$ cat src/rtl/gpr_write_arbiter_if.sv
// Write-back bus between the two requesters (ALU, load unit) and the GPR write arbiter.
// The master side drives the requests and stall; the slave side is the arbiter.
interface gpr_write_arbiter_if #(
    parameter int DATA_W = 16,
    parameter int ADDR_W = 3
);
    logic              hold;
    logic              req0_valid;
    logic [ADDR_W-1:0] req0_dest;
    logic [DATA_W-1:0] req0_data;
    logic              req0_ready;
    logic              req1_valid;
    logic [ADDR_W-1:0] req1_dest;
    logic [DATA_W-1:0] req1_data;
    logic              req1_ready;
    logic              reg_write_en;
    logic [ADDR_W-1:0] reg_write_dest;
    logic [DATA_W-1:0] reg_write_data;
    logic [7:0]        pending_mask;
    logic [15:0]       write_count;

    modport master (
        output hold,
        output req0_valid, req0_dest, req0_data,
        input  req0_ready,
        output req1_valid, req1_dest, req1_data,
        input  req1_ready,
        input  reg_write_en, reg_write_dest, reg_write_data,
        input  pending_mask, write_count
    );

    modport slave (
        input  hold,
        input  req0_valid, req0_dest, req0_data,
        output req0_ready,
        input  req1_valid, req1_dest, req1_data,
        output req1_ready,
        output reg_write_en, reg_write_dest, reg_write_data,
        output pending_mask, write_count
    );
endinterface

$ cat src/rtl/gpr_write_arbiter.sv
// Round-robin arbiter merging ALU and load write-backs onto a single registered
// register-file write port, with a pending-write mask and a saturating write counter.
module gpr_write_arbiter #(
    parameter int DATA_W = 16,
    parameter int ADDR_W = 3
) (
    input  logic               clk,
    input  logic               reset,
    gpr_write_arbiter_if.slave bus
);

    logic              lastGrant_q, lastGrant_d;
    logic              wrEn_q, wrEn_d;
    logic [ADDR_W-1:0] wrDest_q, wrDest_d;
    logic [DATA_W-1:0] wrData_q, wrData_d;
    logic [15:0]       writeCount_q, writeCount_d;

    logic grantSel;
    logic grantOk;
    logic transfer;

    // When both requesters are valid the one that did not win last time is chosen;
    // otherwise whichever is valid wins. Grants are suppressed during reset and stall.
    always_comb begin
        grantSel       = 1'b0;
        grantOk        = reset && !bus.hold;
        if (bus.req0_valid && bus.req1_valid) begin
            grantSel = ~lastGrant_q;
        end else begin
            grantSel = bus.req1_valid;
        end
        bus.req0_ready = grantOk && bus.req0_valid && !grantSel;
        bus.req1_ready = grantOk && bus.req1_valid &&  grantSel;
        transfer       = bus.req0_ready || bus.req1_ready;
    end

    // Next-state: the write port only loads on a transfer, so dest/data hold otherwise.
    always_comb begin
        lastGrant_d  = lastGrant_q;
        wrEn_d       = transfer;
        wrDest_d     = wrDest_q;
        wrData_d     = wrData_q;
        writeCount_d = writeCount_q;
        if (transfer) begin
            lastGrant_d = grantSel;
            wrDest_d    = grantSel ? bus.req1_dest : bus.req0_dest;
            wrData_d    = grantSel ? bus.req1_data : bus.req0_data;
            if (writeCount_q != 16'hFFFF) begin
                writeCount_d = writeCount_q + 16'd1;
            end
        end
    end

    always_ff @(posedge clk) begin
        if (!reset) begin
            lastGrant_q  <= 1'b1;
            wrEn_q       <= 1'b0;
            wrDest_q     <= '0;
            wrData_q     <= '0;
            writeCount_q <= '0;
        end else begin
            lastGrant_q  <= lastGrant_d;
            wrEn_q       <= wrEn_d;
            wrDest_q     <= wrDest_d;
            wrData_q     <= wrData_d;
            writeCount_q <= writeCount_d;
        end
    end

    // The pending bit is exactly the presented write, decoded one-hot.
    always_comb begin
        bus.reg_write_en   = wrEn_q;
        bus.reg_write_dest = wrDest_q;
        bus.reg_write_data = wrData_q;
        bus.write_count    = writeCount_q;
        bus.pending_mask   = wrEn_q ? (8'b1 << wrDest_q) : 8'b0;
    end

endmodule

$ cat src/flat_wrapper.sv
// flat-port wrapper written by rule: the top's interface ports become plain ports
module gpr_write_arbiter_flat 
#(
    parameter int DATA_W = 16,
    parameter int ADDR_W = 3
)
  (clk, reset, bus_hold, bus_req0_valid, bus_req0_dest, bus_req0_data, bus_req0_ready, bus_req1_valid, bus_req1_dest, bus_req1_data, bus_req1_ready, bus_reg_write_en, bus_reg_write_dest, bus_reg_write_data, bus_pending_mask, bus_write_count);
  gpr_write_arbiter_if #(.DATA_W(DATA_W), .ADDR_W(ADDR_W)) bus_i ();
  input  logic clk;
  input  logic reset;
  input wire logic [$bits(bus_i.hold)-1:0] bus_hold;
  input wire logic [$bits(bus_i.req0_valid)-1:0] bus_req0_valid;
  input wire logic [$bits(bus_i.req0_dest)-1:0] bus_req0_dest;
  input wire logic [$bits(bus_i.req0_data)-1:0] bus_req0_data;
  output wire logic [$bits(bus_i.req0_ready)-1:0] bus_req0_ready;
  input wire logic [$bits(bus_i.req1_valid)-1:0] bus_req1_valid;
  input wire logic [$bits(bus_i.req1_dest)-1:0] bus_req1_dest;
  input wire logic [$bits(bus_i.req1_data)-1:0] bus_req1_data;
  output wire logic [$bits(bus_i.req1_ready)-1:0] bus_req1_ready;
  output wire logic [$bits(bus_i.reg_write_en)-1:0] bus_reg_write_en;
  output wire logic [$bits(bus_i.reg_write_dest)-1:0] bus_reg_write_dest;
  output wire logic [$bits(bus_i.reg_write_data)-1:0] bus_reg_write_data;
  output wire logic [$bits(bus_i.pending_mask)-1:0] bus_pending_mask;
  output wire logic [$bits(bus_i.write_count)-1:0] bus_write_count;
  assign bus_i.hold = bus_hold;
  assign bus_i.req0_valid = bus_req0_valid;
  assign bus_i.req0_dest = bus_req0_dest;
  assign bus_i.req0_data = bus_req0_data;
  assign bus_req0_ready = bus_i.req0_ready;
  assign bus_i.req1_valid = bus_req1_valid;
  assign bus_i.req1_dest = bus_req1_dest;
  assign bus_i.req1_data = bus_req1_data;
  assign bus_req1_ready = bus_i.req1_ready;
  assign bus_reg_write_en = bus_i.reg_write_en;
  assign bus_reg_write_dest = bus_i.reg_write_dest;
  assign bus_reg_write_data = bus_i.reg_write_data;
  assign bus_pending_mask = bus_i.pending_mask;
  assign bus_write_count = bus_i.write_count;
  gpr_write_arbiter #(.DATA_W(DATA_W), .ADDR_W(ADDR_W)) u_core (.clk(clk), .reset(reset), .bus(bus_i));
endmodule
$ cat config.mk
export PLATFORM = sky130hd
export DESIGN_NAME = gpr_write_arbiter_flat
export DESIGN_NICKNAME = d
export VERILOG_FILES = /design/src/rtl/gpr_write_arbiter_if.sv /design/src/rtl/gpr_write_arbiter.sv /design/src/flat_wrapper.sv
export SDC_FILE = /design/constraint.sdc
export NUM_CORES = 1
export LEC_CHECK = 0
export ABC_AREA = 1
export CAP_MARGIN = 15
export CORE_ASPECT_RATIO = 1.1
export CORE_MARGIN = 2
export CORE_UTILIZATION = 35
export DETAILED_ROUTE_END_ITERATION = 10
export HOLD_SLACK_MARGIN = 0.05
export PLACE_DENSITY = 0.71
export RECOVER_POWER = 100
export SLEW_MARGIN = 20
export SYNTH_ARGS = -nofsm -noshare
export SYNTH_HDL_FRONTEND = slang
export SYNTH_SLANG_ARGS = --single-unit
export TNS_END_PERCENT = 5
$ cat constraint.sdc
create_clock -name clk -period 3.42 [get_ports clk]
set_clock_uncertainty 0.05 [all_clocks]
set_input_delay 0.855 -clock clk [delete_from_list [all_inputs] [get_ports clk]]
set_output_delay 0.855 -clock clk [all_outputs]
set_load 0.01 [all_outputs]
==> impl_results.md <==
* Post-route cell area at between 2000 and 3000 µm²
* HPWL Detailed at 3810 µm
* Element type at the critical path end: primary output
* Area delta synth->final at 53.9%
* Routed length per instance at 11.5 µm
* IO Pins at 89
* Sequential share of the synthesized area at 39.0%
* Worst-Margin Slew at 842 ps
* Non-filler cells, final at roughly 450
* Area leader, netlist: dfxtp_1
* CP Max Fanout at 3
* PD cells at around 320 nW/µm²
* GPL Wtd Cong at approximately 0.83
* Post CTS Setup Buffer Count at 0
* Core Util, Final at ~55%
* Number of global-route vias before repair at between 2000 and 2500
* Synth unique cells at 22
* DR WL met2 at approximately 2500 µm
* Worst setup path class: in -> out
* Crit-path max cell delay at 620 ps
* CP startpoint kind: primary input
* Crit path required time at approximately 2500 ps
* Dpl cells at 444
* Highest clock rate at around 310 MHz
* Area of the multi-input gates at 1010 µm²
* Vias per cell at approximately 4.8
* Chip width at between 70 and 80 µm
* Power Total at 0.929 mW
* Clk buf depth at 2
* Cts hold-fix bufs at 0
* Syn Inst Count at 289
* Count leader, synth: nand2_1
* Synthesized Nets at 333
* Drt initial violations at 91
* Post-CTS Resized at 0
* Die area at 6040 µm²
* Vias at 2161
* CTS Sinks at 37
* Status: finished clean
* Total GRT Usage at between 10% and 20%
* First-pass GRT wire length at 8870 µm
* Max cap viols at 0
* Antenna-violating nets left at 0
* Leakage at 1.27 nW
* Top Layer Used: met4
* Initial core utilization at between 30 and 40%
* Share of cells above drive strength 1 at 4.51%
* Final WL at 5210 µm
* VDD IR max at 0.000153 V
* WL met1 at 2180 µm
* Synth Flop Type: dfxtp_1
* Number of fill cells at 547
* CTS Buf Count at 5
* Net count, final at between 400 and 500
* Period minus WS final at between 3000 and 4000 ps
* Most frequent cells after synthesis: 74 x nand2_1, 54 x nor2_1, 37 x dfxtp_1
* Yosys top cell area share at approximately two fifths
* Final setup violation count at 0
* Crit-path leading delay family: buffers and inverters
* Total core area at approximately 5300 µm²
* Met3 WL at 475 µm
* Largest net degree at the start of global routing at 35
* Clk pin slew, worst setup/hold paths at 70 ps
* Register area at 741 µm²
* Mapped Area at ~1900 µm²
* Fin. Hold Viols at 0
* Worst hold-check path type: reg -> reg
* Worst skew pair latency at between 200 and 300 ps
* Post-synth EDFFs at 0
* Die H at ~80 µm
* H-tree depth at 2
* Sum Neg Setup Slack at 0 ps
* Synthesized area per cell at 6.58 µm²
* Area post-placement at approximately 2900 µm²
* Async set-reset flop share out of synthesis at 0%
* YS warnings at 0
* GR Overflow Total at 0
* Clock Root Buffer: clkbuf_8
* Final Max Tran Viols at 0
* Port Buf Inserts at about 90
* Tcrit/Tclk final at 92.9%
* Unrepaired setup endpoints after global routing: false
* CP Cell Sequence: clkdlybuf4s50_1, nand2_1, nor2_1, and2_1, dlygate4sd3_1
* CP bufs+invs at 2
* CTS tree: yes
* # rows at 28
* Max transition margin at 43.9%
* Final routed DRC violation total at 0
* Synth top area cells: dfxtp_1 39%, nand2_1 15%, nor2_1 11%, nand3_1 7.4%, a31oi_1 6.6%
* Slowest CP cell: dlygate4sd3_1
* ANT cells at 0
* DR pass1 iterations at 4
* Initial antenna violation count at 0
* WP data arrival at around 2300 ps
* #FFs+latches synth at 37
[registers in the layout, summed over array words and instances, names as in the netlist]
| register | cells |
|---|---|
| u_core.lastGrant_q | 1 |
| u_core.bus.reg_write_dest | 3 |
| u_core.bus.reg_write_en | 1 |
| u_core.bus.write_count | 16 |
| u_core.bus.reg_write_data | 16 |
[power by group]
part	total (mW)	internal (mW)	switching [mW]
registers	0.459	0.448	0.0107
clock network	0.305	0.141	0.164
logic	0.166	0.0906	0.0750
total	0.929	0.679	0.250
[cell usage in the layout (no fill, tap or decap), drive strengths merged, types with 2 or more instances in the layout]
cell,instances
o21ai,21
nor2,56
dlygate4sd3,46
a21oi,9
nand3b,2
clkbuf,7
dfxtp,37
nand4,5
inv,17
buf,5
a31oi,20
clkinv,2
xor2,3
nand2,74
nand3,28
clkdlybuf4s50,42
[layout make-up]
class / instances / share of cell area, %
Clock buffer: 5 / 2.35
Clock inverter: 3 / 0.599
Inverter: 17 / 2.18
Multi-Input combinational cell: 220 / 34.7
Sequential cell: 37 / 25.3
Tap cell: 75 / 3.21
Timing Repair Buffer: 95 / 31.7
[tightest hold or removal path: cells and delay by family, from the launching register on]
kind | cells | cell delay, ps
compound gates | 1 | 60
flops | 1 | 330
simple gates | 1 | 50
[routing by layer]
layer  vias up  GRT usage (%)
li1       1127              -
met1       945           20.6
met2        79           31.5
met3        10           8.44
met4         0           7.32
met5         -              0
[path summary, 6_finish.rpt]
| path | depth (start not counted) | slack, ps | to | from |
|---|---|---|---|---|
| max reg2reg | 9 | 1090 | u_core.bus.write_count[10] | u_core.lastGrant_q |
| min | 2 | 420 | u_core.lastGrant_q | u_core.lastGrant_q |
| min reg2reg | 2 | 420 | u_core.lastGrant_q | u_core.lastGrant_q |
| max | 5 | 240 | bus_req0_ready | reset |
[kinds of logic (layout without fill, tap and decap cells)]
logic type,Yosys count,in the layout,share of synthesized area (%)
fa+ha+maj,1,1,0.658
compound gates,50,50,15.1
xor+xnor,3,3,1.38
flops,37,37,39.0
buf+inv,32,120,7.24
simple gates,166,166,36.7
[through the flow]
step,worst slack (ps),hold slack (ps)
finish,242,417
global route,127,446
CTS,263,421
detailed placement,281,403
global placement,274,410
floorplan,998,383
Note: power is estimated with default switching activity, not from simulation.
